**src/rtl/bullet_arbiter.sv**
```systemverilog
// bullet_arbiter: shares the bullet slot pool between the two player tanks.
// Optional build macro BULLET_ARB_FIXED_PRIO_EN: player 0 wins ties, no RR pointer.
module bullet_arbiter #(
    parameter int SLOTS          = 4,
    parameter int COOLDOWN       = 800000,
    parameter int PER_PLAYER_MAX = 2
) (
    input  logic             clk,
    input  logic             reset,
    input  logic             game_over,
    input  logic [1:0]       fire,
    input  logic [3:0]       fire_dir,
    input  logic [19:0]      fire_x,
    input  logic [19:0]      fire_y,
    input  logic [SLOTS-1:0] slot_free,
    output logic             launch,
    output logic [2:0]       launch_slot,
    output logic             launch_owner,
    output logic [1:0]       launch_dir,
    output logic [9:0]       launch_x,
    output logic [9:0]       launch_y,
    output logic [SLOTS-1:0] slot_busy,
    output logic [1:0]       ack
);

    localparam logic [19:0] CD_INIT = 20'(COOLDOWN);
    localparam logic [3:0]  MAX_OWN = 4'(PER_PLAYER_MAX);

    logic [1:0]       fire_q, fire_d;
    logic [1:0]       pend_q, pend_d;
    logic [1:0]       dir_q [2];
    logic [1:0]       dir_d [2];
    logic [9:0]       x_q [2];
    logic [9:0]       x_d [2];
    logic [9:0]       y_q [2];
    logic [9:0]       y_d [2];
    logic [19:0]      cd_q [2];
    logic [19:0]      cd_d [2];
    logic [2:0]       owned_q [2];
    logic [2:0]       owned_d [2];
    logic [SLOTS-1:0] busy_q, busy_d;
    logic [SLOTS-1:0] owner_q, owner_d;
    logic             launch_q, launch_d;
    logic [2:0]       lslot_q, lslot_d;
    logic             lown_q, lown_d;
    logic [1:0]       ldir_q, ldir_d;
    logic [9:0]       lx_q, lx_d;
    logic [9:0]       ly_q, ly_d;
    logic [1:0]       ack_q, ack_d;
`ifndef BULLET_ARB_FIXED_PRIO_EN
    logic             rr_q, rr_d;
`endif

    logic             free_any;
    logic [2:0]       free_idx;
    logic [1:0]       elig;
    logic             grant;
    logic             win;
    logic [1:0]       gnt;

    // Pick the lowest free slot and resolve which eligible player wins
    always_comb begin
        free_any = ~&busy_q;
        free_idx = '0;
        for (int i = SLOTS - 1; i >= 0; i--) begin
            if (!busy_q[i]) free_idx = 3'(i);
        end
        for (int p = 0; p < 2; p++) begin
            elig[p] = pend_q[p] && (cd_q[p] == '0) &&
                      ({1'b0, owned_q[p]} < MAX_OWN) &&
                      free_any && !game_over;
        end
        grant = |elig;
`ifdef BULLET_ARB_FIXED_PRIO_EN
        win = ~elig[0];
`else
        win = (&elig) ? rr_q : ~elig[0];
`endif
        gnt = '0;
        if (grant) gnt[win] = 1'b1;
    end

    // Next-state: request capture, cooldowns, occupancy and launch outputs
    always_comb begin
        logic [1:0]       req;
        logic [SLOTS-1:0] freed;
        logic [2:0]       dec [2];
        req     = fire & ~fire_q;
        fire_d  = fire;
        freed   = slot_free & busy_q;
        dec[0]  = '0;
        dec[1]  = '0;
        owner_d = owner_q;
        for (int i = 0; i < SLOTS; i++) begin
            if (freed[i]) dec[owner_q[i]] = dec[owner_q[i]] + 3'd1;
            if (grant && free_idx == 3'(i)) owner_d[i] = win;
        end
        busy_d = busy_q & ~freed;
        if (grant) busy_d = busy_d | (SLOTS'(1) << free_idx);
        for (int p = 0; p < 2; p++) begin
            pend_d[p]  = pend_q[p];
            dir_d[p]   = dir_q[p];
            x_d[p]     = x_q[p];
            y_d[p]     = y_q[p];
            cd_d[p]    = cd_q[p];
            owned_d[p] = owned_q[p] - dec[p] + {2'b0, gnt[p]};
            if (game_over) begin
                pend_d[p] = 1'b0;
            end else if (gnt[p]) begin
                pend_d[p] = 1'b0;
            end else if (req[p] && !pend_q[p]) begin
                pend_d[p] = 1'b1;
                dir_d[p]  = fire_dir[2*p +: 2];
                x_d[p]    = fire_x[10*p +: 10];
                y_d[p]    = fire_y[10*p +: 10];
            end
            if (gnt[p]) cd_d[p] = CD_INIT;
            else if (cd_q[p] != '0) cd_d[p] = cd_q[p] - 20'd1;
        end
        launch_d = grant;
        ack_d    = gnt;
        lslot_d  = lslot_q;
        lown_d   = lown_q;
        ldir_d   = ldir_q;
        lx_d     = lx_q;
        ly_d     = ly_q;
        if (grant) begin
            lslot_d = free_idx;
            lown_d  = win;
            ldir_d  = dir_q[win];
            lx_d    = x_q[win];
            ly_d    = y_q[win];
        end
`ifndef BULLET_ARB_FIXED_PRIO_EN
        rr_d = grant ? ~win : rr_q;
`endif
    end

    // State registers with asynchronous reset
    always_ff @(posedge clk or posedge reset) begin
        if (reset) begin
            fire_q   <= '0;
            pend_q   <= '0;
            for (int p = 0; p < 2; p++) begin
                dir_q[p]   <= '0;
                x_q[p]     <= '0;
                y_q[p]     <= '0;
                cd_q[p]    <= '0;
                owned_q[p] <= '0;
            end
            busy_q   <= '0;
            owner_q  <= '0;
            launch_q <= 1'b0;
            lslot_q  <= '0;
            lown_q   <= 1'b0;
            ldir_q   <= '0;
            lx_q     <= '0;
            ly_q     <= '0;
            ack_q    <= '0;
`ifndef BULLET_ARB_FIXED_PRIO_EN
            rr_q     <= 1'b0;
`endif
        end else begin
            fire_q   <= fire_d;
            pend_q   <= pend_d;
            for (int p = 0; p < 2; p++) begin
                dir_q[p]   <= dir_d[p];
                x_q[p]     <= x_d[p];
                y_q[p]     <= y_d[p];
                cd_q[p]    <= cd_d[p];
                owned_q[p] <= owned_d[p];
            end
            busy_q   <= busy_d;
            owner_q  <= owner_d;
            launch_q <= launch_d;
            lslot_q  <= lslot_d;
            lown_q   <= lown_d;
            ldir_q   <= ldir_d;
            lx_q     <= lx_d;
            ly_q     <= ly_d;
            ack_q    <= ack_d;
`ifndef BULLET_ARB_FIXED_PRIO_EN
            rr_q     <= rr_d;
`endif
        end
    end

    assign launch       = launch_q;
    assign launch_slot  = lslot_q;
    assign launch_owner = lown_q;
    assign launch_dir   = ldir_q;
    assign launch_x     = lx_q;
    assign launch_y     = ly_q;
    assign slot_busy    = busy_q;
    assign ack          = ack_q;

endmodule

```
**config.mk**
```make
export PLATFORM = sky130hd
export DESIGN_NAME = bullet_arbiter
export DESIGN_NICKNAME = d
export VERILOG_FILES = /design/src/rtl/bullet_arbiter.sv
export SDC_FILE = /design/constraint.sdc
export NUM_CORES = 1
export LEC_CHECK = 0
export ABC_AREA = 1
export BUFFER_PORTS_ARGS = -buffer_cell sky130_fd_sc_hd__buf_4
export CAP_MARGIN = 10
export CELL_PAD_IN_SITES_DETAIL_PLACEMENT = 0
export CELL_PAD_IN_SITES_GLOBAL_PLACEMENT = 1
export CORE_MARGIN = 2
export CORE_UTILIZATION = 44
export DETAILED_ROUTE_END_ITERATION = 16
export PLACE_DENSITY_LB_ADDON = 0.1
export SETUP_SLACK_MARGIN = 0.4
export SYNTH_ARGS = -nofsm -noshare
export SYNTH_HDL_FRONTEND = slang
export SYNTH_SLANG_ARGS = --single-unit
```
**constraint.sdc**
```tcl
create_clock -name clk -period 5.1 [get_ports clk]
set_clock_uncertainty 0.15 [all_clocks]
set_input_delay 0.255 -clock clk [delete_from_list [all_inputs] [get_ports clk]]
set_output_delay 0.255 -clock clk [all_outputs]
set_load 0.02 [all_outputs]
```
==> impl_metrics.ini <==
[outcome]
status = completed

[clock_tree]
cts_hold_buf = 51
htreeDepth = 4
cts_setup_buffers = 0
cts_resized = 0
clockBufferDepth = 2
clkSinkCount = 131
path_clk_slew_ps = 60
cts_made_buffers = 17
clk_latency_ps = 420
root_buffer = clkbuf_16
cts_tree = yes

[place]
place_area_um2 = 7510
portBuffers = 84
place.gp.congestion = 0.813
hpwl_um = 11100

[synthesis]
synthSimpleGateAreaFrac_pct = 28.2
synth_xor_area_share_pct = 3.37
syn_inst = 820
synth_fa_ha_area_share_pct = 2.63
synth.top_cell.area_share_pct = 48.5
yosys_most_used_dff = dfrtp_1
synthesis.nets = 886
yosysTopAreaCell = dfrtp_1
synth_top_family_by_area = simple AND/OR/NAND/NOR gates
synthTopCellsByArea = dfrtp_1 (48%), nand2_1 (12%), inv_1 (6.6%)
ys_warn_count = 0
ys_types = 43
ys_ff_latch = 131
avgSynthCellArea_um2 = 8.25
ys_seq_area_share_pct = 48.5
synth.cell_area_um2 = 6760
synth-compound-area-share_pct = 7.23
async_flop_share_pct = 100
synthMuxAreaShare_pct = 0.148
synth_edf_count = 0

[timing]
setup_violations = 0
period_needed_ps = 3590
fin_tns_setup_ps = 0
timing.final.max_slew_violations = 0
hold_violations = 0
worst_pin_slew_ps = 891
fin_crit_sh_pct = 70.4
slew_headroom_pct = 40.6
rsz0062_at_grt = no
max_freq_mhz = 279

[die]
dieArea_um2 = 16400
dieWidth_um = 128
fp-row-count = 45
start_util_pct = 44.8
die_h_um = 128
coreArea_um2 = 15100
io_pins = 86

[global_route]
antenna_found_initial = 0
grt_pass1_vias = 5651
grt_max_degree = 72
overflow = 0
grt_usage_pct = 21.0
grt_first_pass_wirelength_um = 27100

[finish]
seq_area_um2 = 3280
area_growth_pct = 28.3
multi_input_area_um2 = 2810
post-route-util_pct = 57.5
nets = 1023
final_layout_size_suffix_gt1_share_pct = 18.2
fillCellCount = 1402
antenna_cells = 0
design_area_um2 = 8680

[critical_path]
end_kind = register
critPathArrivalTime_ps = 3750
start_kind = input port
worstPathMaxFanout = 3
cp.required_ps = 5270
path_class = input port to register

[power_and_ir_drop]
pwr-share-seq_pct = 42.3
share_comb_of_total_power_pct = 8.9
peakVddDrop_uv = 239
clockPowerShare_pct = 48.8
power-per-cell-area_nw_per_um2 = 318
swShare_pct = 22.4
p_total_mw = 2.76
p_sw_uw = 616
p_leak_nw = 4.51
p_int_mw = 2.14

[min_path]
hp-class = input port to register

[drt]
ant_nets = 0
drt_first_pass_iters = 7
drt_iter0_markers = 287
num_vias = 5681
wl_per_cell_um = 13.9
drc = 0
drt_wl_total_um = 16100
vias_per_cell = 4.91

[run]
cap_violations = 0
[per-layer routing]
layer	track usage, %	vias to the layer above	part of all wire [%]
li1	-	2859	-
met1	27.1	2679	46
met2	35.3	125	49
met3	5.47	18	4.3
met4	5.30	0	1.3
met5	0	-	0
[cell families after synthesis]
logic type                 count (synthesis)
and+or+nand+nor                          412
buffers and inverters                    159
DFF                                      131
AOI/OAI and AO/OA                         77
xor gates and xnor gates                  26
adders and majority gates                 13
other                                      1
muxes                                      1
[flip-flops by register name, summed over array words and instances, names as in the netlist]
name          count
y_q              20
launch_dir        2
launch_y         10
fire_q            2
launch            1
x_q              20
owner_q           4
ack               2
cd_q             40
dir_q             4
launch_x         10
owned_q           6
pend_q            2
rr_q              1
slot_busy         4
launch_slot       2
launch_owner      1
[layout make-up]
cell class | count | share of cell area (%)
sequential | 131 | 37.8
multi-input combinational | 530 | 32.4
timing repair buffer | 139 | 13.5
inverter | 138 | 6.03
clock buffer | 24 | 5.90
tap | 188 | 2.71
clock inverter | 7 | 1.66
[critical path: stages]
cell	delay, ps
dlygate4sd3_1	520
buf_4	100
nand2_1	70
o21ai_0	320
nand3_1	120
o21ai_0	90
ha_1	260
nand2_1	70
o21ai_0	110
nand2_1	80
o21ai_0	100
ha_1	320
o21ai_0	190
ha_1	280
fa_1	430
xnor2_1	230
nand3_1	110
nand2_1	70
inv_1	40
[layout by cell type, fill, tap and decap left out, types with 2 or more instances in the layout]
cell and n:
xor2_1 20, nor2_2 5, clkbuf_16 17, o21ai_1 19
dlygate4sd3_1 51, o211ai_1 6, o21ai_2 11, nand3_2 4
nor2_1 55, nor2_4 8, xnor2_1 6, or2_2 2
nor3_1 9, nand3_1 55, clkinvlp_4 2, nand3b_1 11
o31ai_1 2, o21ai_0 24, buf_4 88, bufinv_16 4
nand2_4 3, inv_4 2, o21ai_4 2, ha_1 11
dfrtp_1 131, nand4_1 30, fa_1 2, nand2_1 225
clkbuf_8 6, a21oi_1 8, inv_2 17, inv_1 118
[cells in the mapped netlist, types with 11 or more instances]
library cell and n:
nand2_1 225, dfrtp_1 131, inv_1 119, nand3_1 55, nor2_1 55, nand4_1 30, o21ai_0 24, xor2_1 20
o21ai_1 19, inv_2 17, ha_1 11, nand3b_1 11, o21ai_2 11
[final timing paths]
path | startpoint | endpoint | slack [ps] | depth (start not counted)
min in group asynchronous | reset | cd_q[3] | 210 | 3
hold reg to reg | y_q[3] | y_q[3] | 320 | 2
hold / removal | game_over | pend_q[0] | 180 | 4
setup / recovery | slot_free[1] | owned_q[2] | 1510 | 19
setup reg to reg | owner_q[0] | owned_q[2] | 1530 | 18
max in group asynchronous | reset | y_q[5] | 3410 | 4
[power groups by stage]
stage	Clock [mW]	Sequential, mW	Combinational (mW)
global route	1.42	1.18	0.282
finish	1.34	1.17	0.246
CTS	1.37	1.16	0.248
floorplan	0	1.17	0.153
global placement	0	1.18	0.205
detailed placement	0	1.18	0.216
[stage by stage]
| stage | std cells | worst slack, ps | hold slack [ps] |
|---|---|---|---|
| final | 1157 | 1510 | 176 |
| after global routing | 1157 | 1160 | 191 |
| after CTS | 1157 | 1530 | 166 |
| after detailed placement | 1075 | 1570 | 87.5 |
| after global placement | 1075 | 1700 | 86.1 |
| after floorplan | 820 | 1200 | 136 |
No activity file was read; power rests on OpenSTA's default activity.
